[config.mk]
export PLATFORM = sky130hd
export DESIGN_NAME = regfile_write_arbiter
export DESIGN_NICKNAME = d
export VERILOG_FILES = /design/src/rtl/regarb_pkg.sv /design/src/rtl/regarb_fifo.sv /design/src/rtl/regfile_write_arbiter.sv
export SDC_FILE = /design/constraint.sdc
export NUM_CORES = 1
export LEC_CHECK = 0
export BUFFER_PORTS_ARGS = -buffer_cell sky130_fd_sc_hd__buf_2
export CORE_MARGIN = 1
export CORE_UTILIZATION = 52
export CTS_BUF_LIST = sky130_fd_sc_hd__clkbuf_8
export DETAILED_ROUTE_END_ITERATION = 7
export GPL_TIMING_DRIVEN = 0
export PLACE_DENSITY = 0.76
export SLEW_MARGIN = 20
export SYNTH_ARGS = -nofsm -noshare
export SYNTH_HDL_FRONTEND = slang
export SYNTH_SLANG_ARGS = --single-unit
[constraint.sdc]
create_clock -name clk -period 4.2 [get_ports clk]
set_input_delay 0.42 -clock clk [delete_from_list [all_inputs] [get_ports clk]]
set_output_delay 0.42 -clock clk [all_outputs]
set_load 0.02 [all_outputs]
[src/rtl/regarb_pkg.sv]
`default_nettype none
// ============================================================================
// Module      : regarb_pkg
// Description : Shared widths, FIFO entry type and FSM state encoding for the
//               register file write arbiter.
// Revision    : 1.0 - initial release
// ============================================================================
package regarb_pkg;

    localparam int REG_ADDR_W = 5;
    localparam int DATA_W     = 32;
    localparam int NUM_REGS   = 2 ** REG_ADDR_W;

    typedef struct packed {
        logic [REG_ADDR_W-1:0] dest;
        logic [DATA_W-1:0]     value;
    } regarb_entry_t;

    typedef enum logic [1:0] {
        IDLE   = 2'd0,
        DRAIN  = 2'd1,
        STARVE = 2'd2
    } regarb_state_t;

    function automatic logic [NUM_REGS-1:0] dest_onehot(input logic [REG_ADDR_W-1:0] dest);
        dest_onehot = {{(NUM_REGS-1){1'b0}}, 1'b1} << dest;
    endfunction

endpackage
`default_nettype wire

[src/rtl/regarb_fifo.sv]
`default_nettype none
// ============================================================================
// Module      : regarb_fifo
// Description : Circular buffer for multi-cycle results with occupancy count
//               and a registered pending-destination mask.
//               REGARB_ZERO_DROP_EN: entries for register 0 never mark the mask.
// Revision    : 1.0 - initial release
// ============================================================================
module regarb_fifo
    import regarb_pkg::*;
#(
    parameter int DEPTH = 4
) (
    input  logic                       clk,
    input  logic                       rst_n,
    input  logic                       i_push,
    input  logic                       i_pop,
    input  logic [REG_ADDR_W-1:0]      i_dest,
    input  logic [DATA_W-1:0]          i_value,
    output logic [REG_ADDR_W-1:0]      o_head_dest,
    output logic [DATA_W-1:0]          o_head_value,
    output logic                       o_full,
    output logic                       o_empty,
    output logic [$clog2(DEPTH):0]     o_count,
    output logic [NUM_REGS-1:0]        o_pending_mask
);

    localparam int c_PTR_W = $clog2(DEPTH);
    localparam int c_CNT_W = c_PTR_W + 1;

    regarb_entry_t        r_mem [DEPTH];
    logic [DEPTH-1:0]     r_valid;
    logic [c_PTR_W-1:0]   r_wr_ptr;
    logic [c_PTR_W-1:0]   r_rd_ptr;
    logic [c_CNT_W-1:0]   r_count;
    logic [NUM_REGS-1:0]  r_pending;

    logic [DEPTH-1:0]     w_valid_nxt;
    logic [NUM_REGS-1:0]  w_pending_nxt;
    logic [REG_ADDR_W-1:0] w_slot_dest;

    assign o_head_dest    = r_mem[r_rd_ptr].dest;
    assign o_head_value   = r_mem[r_rd_ptr].value;
    assign o_full         = (r_count == c_CNT_W'(DEPTH));
    assign o_empty        = (r_count == '0);
    assign o_count        = r_count;
    assign o_pending_mask = r_pending;

    // Mask is rebuilt from the post-edge contents so it tracks push and pop exactly.
    always_comb begin
        w_valid_nxt   = r_valid;
        w_pending_nxt = '0;
        w_slot_dest   = '0;
        for (int i = 0; i < DEPTH; i++) begin
            if (i_pop && (r_rd_ptr == c_PTR_W'(i)))
                w_valid_nxt[i] = 1'b0;
            if (i_push && (r_wr_ptr == c_PTR_W'(i)))
                w_valid_nxt[i] = 1'b1;
            w_slot_dest = (i_push && (r_wr_ptr == c_PTR_W'(i))) ? i_dest : r_mem[i].dest;
`ifdef REGARB_ZERO_DROP_EN
            if (w_valid_nxt[i] && (w_slot_dest != '0))
                w_pending_nxt = w_pending_nxt | dest_onehot(w_slot_dest);
`else
            if (w_valid_nxt[i])
                w_pending_nxt = w_pending_nxt | dest_onehot(w_slot_dest);
`endif
        end
    end

    always_ff @(posedge clk) begin
        if (i_push)
            r_mem[r_wr_ptr] <= '{dest: i_dest, value: i_value};
    end

    always_ff @(posedge clk or negedge rst_n) begin
        if (!rst_n) begin
            r_wr_ptr  <= '0;
            r_rd_ptr  <= '0;
            r_count   <= '0;
            r_valid   <= '0;
            r_pending <= '0;
        end else begin
            if (i_push)
                r_wr_ptr <= r_wr_ptr + 1'b1;
            if (i_pop)
                r_rd_ptr <= r_rd_ptr + 1'b1;
            case ({i_push, i_pop})
                2'b10:   r_count <= r_count + 1'b1;
                2'b01:   r_count <= r_count - 1'b1;
                default: r_count <= r_count;
            endcase
            r_valid   <= w_valid_nxt;
            r_pending <= w_pending_nxt;
        end
    end

endmodule
`default_nettype wire

[src/rtl/regfile_write_arbiter.sv]
`default_nettype none
// ============================================================================
// Module      : regfile_write_arbiter
// Description : Shares the register file write port between the writeback
//               stage (always wins) and buffered multi-cycle results, with a
//               starvation stall request. Option: REGARB_ZERO_DROP_EN.
// Revision    : 1.0 - initial release
// ============================================================================
module regfile_write_arbiter
    import regarb_pkg::*;
#(
    parameter int FIFO_DEPTH = 4,
    parameter int MAX_WAIT   = 8
) (
    input  logic                          clk,
    input  logic                          rst_n,
    input  logic                          wb_valid,
    input  logic [4:0]                    wb_dest,
    input  logic [31:0]                   wb_value,
    input  logic                          mc_valid,
    output logic                          mc_ready,
    input  logic [4:0]                    mc_dest,
    input  logic [31:0]                   mc_value,
    output logic                          rf_write_en,
    output logic [4:0]                    rf_dest,
    output logic [31:0]                   rf_write_value,
    output logic                          stall_req,
    output logic [31:0]                   pending_mask,
    output logic [$clog2(FIFO_DEPTH):0]   fifo_count,
    output logic                          err_protocol
);

    localparam int          c_CNT_W    = $clog2(FIFO_DEPTH) + 1;
    localparam logic [7:0]  c_MAX_WAIT = 8'(MAX_WAIT);
    localparam logic [c_CNT_W-1:0] c_ONE = c_CNT_W'(1);

    regarb_state_t          r_state;
    regarb_state_t          w_state_nxt;
    logic                   r_alive;
    logic [7:0]             r_wait;
    logic [7:0]             w_wait_nxt;
    logic                   r_stall;
    logic                   r_err;
    logic                   w_push;
    logic                   w_pop;
    logic                   w_last_pop;
    logic                   w_full;
    logic                   w_empty;
    logic [REG_ADDR_W-1:0]  w_head_dest;
    logic [DATA_W-1:0]      w_head_value;

    // r_alive keeps mc_ready low until the first edge after reset release.
    assign mc_ready     = r_alive && !w_full;
    assign w_push       = mc_valid && mc_ready;
    assign stall_req    = r_stall;
    assign err_protocol = r_err;

    regarb_fifo #(
        .DEPTH (FIFO_DEPTH)
    ) u_fifo (
        .clk            (clk),
        .rst_n          (rst_n),
        .i_push         (w_push),
        .i_pop          (w_pop),
        .i_dest         (mc_dest),
        .i_value        (mc_value),
        .o_head_dest    (w_head_dest),
        .o_head_value   (w_head_value),
        .o_full         (w_full),
        .o_empty        (w_empty),
        .o_count        (fifo_count),
        .o_pending_mask (pending_mask)
    );

    always_comb begin
        w_pop          = 1'b0;
        rf_write_en    = 1'b0;
        rf_dest        = '0;
        rf_write_value = '0;
        if (wb_valid) begin
            rf_write_en    = 1'b1;
            rf_dest        = wb_dest;
            rf_write_value = wb_value;
        end else if (!w_empty) begin
            w_pop          = 1'b1;
            rf_write_en    = 1'b1;
            rf_dest        = w_head_dest;
            rf_write_value = w_head_value;
        end
`ifdef REGARB_ZERO_DROP_EN
        if (rf_dest == '0)
            rf_write_en = 1'b0;
`endif
    end

    always_comb begin
        w_wait_nxt = r_wait;
        if (w_empty || w_pop)
            w_wait_nxt = '0;
        else if (wb_valid && (r_wait < c_MAX_WAIT))
            w_wait_nxt = r_wait + 8'd1;
    end

    assign w_last_pop = w_pop && (fifo_count == c_ONE) && !w_push;

    always_comb begin
        w_state_nxt = r_state;
        case (r_state)
            IDLE: begin
                if (w_push)
                    w_state_nxt = DRAIN;
            end
            DRAIN: begin
                if (w_last_pop)
                    w_state_nxt = IDLE;
                else if (!w_pop && (w_wait_nxt == c_MAX_WAIT))
                    w_state_nxt = STARVE;
            end
            STARVE: begin
                if (w_pop)
                    w_state_nxt = w_last_pop ? IDLE : DRAIN;
            end
            default: w_state_nxt = IDLE;
        endcase
    end

    always_ff @(posedge clk or negedge rst_n) begin
        if (!rst_n) begin
            r_state <= IDLE;
            r_alive <= 1'b0;
            r_wait  <= '0;
            r_stall <= 1'b0;
            r_err   <= 1'b0;
        end else begin
            r_state <= w_state_nxt;
            r_alive <= 1'b1;
            r_wait  <= w_wait_nxt;
            r_stall <= (w_state_nxt == STARVE);
            if (wb_valid && r_stall)
                r_err <= 1'b1;
        end
    end

endmodule
`default_nettype wire

==> results.toml <==
[global_routing]
gr-total-overflow = 0
antenna_found_initial = 1
grt_pass1_wl_um = 40710
grt_pass1_vias = 7124
track_usage_pct = 28.01
grt_max_degree = 57

[detailed_routing]
drt_iter0_drc = 726
drc = 0
via_count = 7198
wirelength_um = 26590
firstDrtPassIters = 5
avgRoutedWirePerCell_um = 23.24
via_per_inst = 6.292
drtAntennaViolNets = 0

[yosys]
yosys.area_share.simple_pct = 12.76
synth-xor-area-share_pct = 0.6369
seq_area_frac_synth_pct = 60.73
ys_ff_latch = 204
synthMuxAreaShare_pct = 8.969
synth_area_um2 = 9625
synth_async_sr_flop_share_pct = 27.45
synthTopCellsByArea = "edfxtp_1 (46%), dfrtp_1 (15%), mux4_2 (8.7%), a22o_1 (3.4%), nand3_1 (2.4%)"
synth_fp_nets = 788
synth_warnings = 0
postSynthAreaPerCell_um2 = 13.83
synth_adder_area_share_pct = 1.820
synth_edf_count = 148
synthFlopType = "edfxtp_1"
ys_types = 69
synth_top_area_share_pct = 46.17
yosys.area.top_type = "edfxtp_1"
syn-instance-count = 696
synth_compound_area_share_pct = 12.24
synth_top_family_by_area = "simple AND/OR/NAND/NOR gates"

[hold_path]
min-delay-start = "mc_value[11]"
hold_path_class = "input port to register"
worstHoldPathCells = 1
holdPathEnd = "u_fifo.r_mem[0][11]"

[clock_tree]
cts.sinks = 204
cts_setup_buffers = 0
cts_root_buf = "clkbuf_8"
holdBufCountCts = 1
htree_num_levels = 2
cts_inserted_buffers = 35
clockBufferDepth = 3
cts.clk_slew.worst_paths_ns = 0.06
cts_tree = "yes"
cts_resized = 0
clk_latency_ns = 0.53

[flow_run]
max-cap-violations = 0

[layout]
regArea_um2 = 5846
drive_gt1_share_pct = 30.96
mostFrequentLayoutCells = "buf_2 (163), edfxtp_1 (148), dfrtp_1 (56)"
multi_input_area_um2 = 3518
syn2layout_area_growth_pct = 18.60
fin_area_um2 = 11420
fin_nets = 982
fin_util_pct = 63.33
final_common_cell = "buf_2"
fill_cells = 1362

[timing]
period_minus_slack_ns = 3.331
finalHoldViolCount = 0
fin_ws_ns = 0.8694
slew_headroom_pct = 38.78
rsz0062_at_grt = "no"
max_slew.worst_pin.slew_ns = 0.9140
timing.fmax_ghz = 0.3002
clock_skew_ns = 0.01775
setup_viol = 0
final.period_utilization_pct = 79.30
drv_slew = 0

[critical_path]
cp_max_fo = 10
cp_cell_sequence = "inv_1, ha_1, and2b_4, buf_6, nor2_2, buf_2, a22o_1, buf_2"
timing.rr.start = "u_fifo.r_rd_ptr[1]"
cp_data_required_time_ns = 3.78
cp.arrival_ns = 2.91
crit_top_cell = "buf_2"
rrSetupSlack_ns = 1.20
slowest_stage = "dfrtp_1"
r2r_end = "u_fifo.o_pending_mask[28]"
critical_path_class = "register to output port"
ff2ff_path_depth = 9
start_kind = "register"
worstSetupEndpointType = "output port"
crit_path_max_incr_delay_ns = 0.44

[power_and_ir_drop]
switching_share_pct = 35.47
switchingPower_uw = 2267
p_comb_share_pct = 34.4
max-vdd-ir-drop_v = 0.0004041
pwr-share-clk_pct = 25.8
power_density_nw_per_um2 = 559.8
p_leak_uw = 0.004513
seqPwrFrac_pct = 39.9
p_int_uw = 4123
power_uw = 6390

[placement]
numPortBuffers = 153
place_congestion = 1.035
dpl-instance-area_um2 = 10760
pre_cts_slack_ns = 1.306
dp.final_hpwl_um = 18880

[die]
num_io_pins = 154
dieArea_um2 = 19060
die_w_um = 138.1
core_um2 = 18020
die_height_um = 138.1
initial_core_util_pct = 53.40
fp-row-count = 49

[outcome]
status = "finished, final reports clean"
[per-layer routing]
metal  GRT usage (%)  up-vias  wire, um
met5               0        -         0
met4           11.97        0       926
met3           6.789       58      2590
met2           43.24      427     12410
met1           38.17     3534     10660
li1                -     3179         -
[power groups by stage]
stage                     sequential [uW]  combinational, uW  clock, uW
after floorplan                      2600               1460          0
after global placement               2580               2130          0
after detailed placement             2580               2160          0
after CTS                            2540               2180       1670
after global routing                 2570               2340       1770
final                                2550               2200       1650
[critical path, delay by kind of cell, from the launching register on]
family | cells | cell delay, ns
buffers and inverters | 4 | 0.84
and+or+nand+nor | 2 | 0.64
DFF | 1 | 0.44
adders and majority gates | 1 | 0.28
AOI/OAI and AO/OA | 1 | 0.18
[flip-flops by register name, indices dropped and copies added (netlist names)]
name,count
u_fifo.r_mem,148
err_protocol,1
u_fifo.r_rd_ptr,2
u_fifo.r_wr_ptr,2
r_alive,1
u_fifo.o_pending_mask,32
u_fifo.o_count,3
u_fifo.r_valid,4
stall_req,1
r_wait,8
r_state,2
[cell families (layout without fill, tap and decap cells)]
group | after synthesis | count (layout)
AOI/OAI and AO/OA | 143 | 143
xor gates and xnor gates | 7 | 7
adders and majority gates | 14 | 14
buffers and inverters | 60 | 278
DFF | 204 | 204
muxes | 40 | 40
other | 1 | 2
and+or+nand+nor | 227 | 227
[area by class of cell]
| type | count | share of cell area, % |
|---|---|---|
| diodes | 1 | 0.02192 |
| plain buffers | 44 | 1.830 |
| clock buffers | 35 | 4.220 |
| clock inverters | 26 | 1.392 |
| inverters | 16 | 0.5261 |
| multi-input cells | 432 | 30.82 |
| flip-flops and latches | 204 | 51.21 |
| well taps | 229 | 2.510 |
| repair buffers | 157 | 7.475 |
[worst max path at each step]
stage                             from                   endpoint  depth (start not counted)
floorplan            u_fifo.o_count[0]  u_fifo.o_pending_mask[25]                          7
global route         u_fifo.o_count[0]          rf_write_value[0]                          8
finish               u_fifo.o_count[0]         rf_write_value[31]                          8
CTS                  u_fifo.o_count[0]          rf_write_value[0]                          8
global placement     u_fifo.o_count[0]  u_fifo.o_pending_mask[12]                          7
detailed placement  u_fifo.r_rd_ptr[1]  u_fifo.o_pending_mask[23]                          9
[cells in the mapped netlist, types with 4 or more instances]
master	number
a21oi_1	10
a22o_1	37
a22oi_1	10
a31oi_1	19
a32oi_1	25
and2_1	4
and3_1	14
buf_1	4
buf_2	11
clkbuf_1	24
dfrtp_1	56
edfxtp_1	148
ha_1	14
inv_1	15
mux4_2	37
nand2_1	30
nand2b_1	7
nand3_1	47
nand4_1	15
nor2_1	49
nor2b_1	14
nor3_1	11
nor3b_1	6
nor4_1	7
o2111ai_1	4
o211ai_1	8
o21ai_0	10
xnor2_1	6
[stage by stage]
step / hold WS (ns) / cells / setup TNS (ns)
5_1_grt: 0.08995 / 1144 / 0
3_3_place_gp: 0.4411 / 1078 / -26.75
4_1_cts: 0.08414 / 1143 / 0
2_1_floorplan: 0.1244 / 696 / 0
6_report: 0.1022 / 1144 / 0
3_5_place_dp: 0.4477 / 1081 / 0
Power figures use the tool's default switching activity.
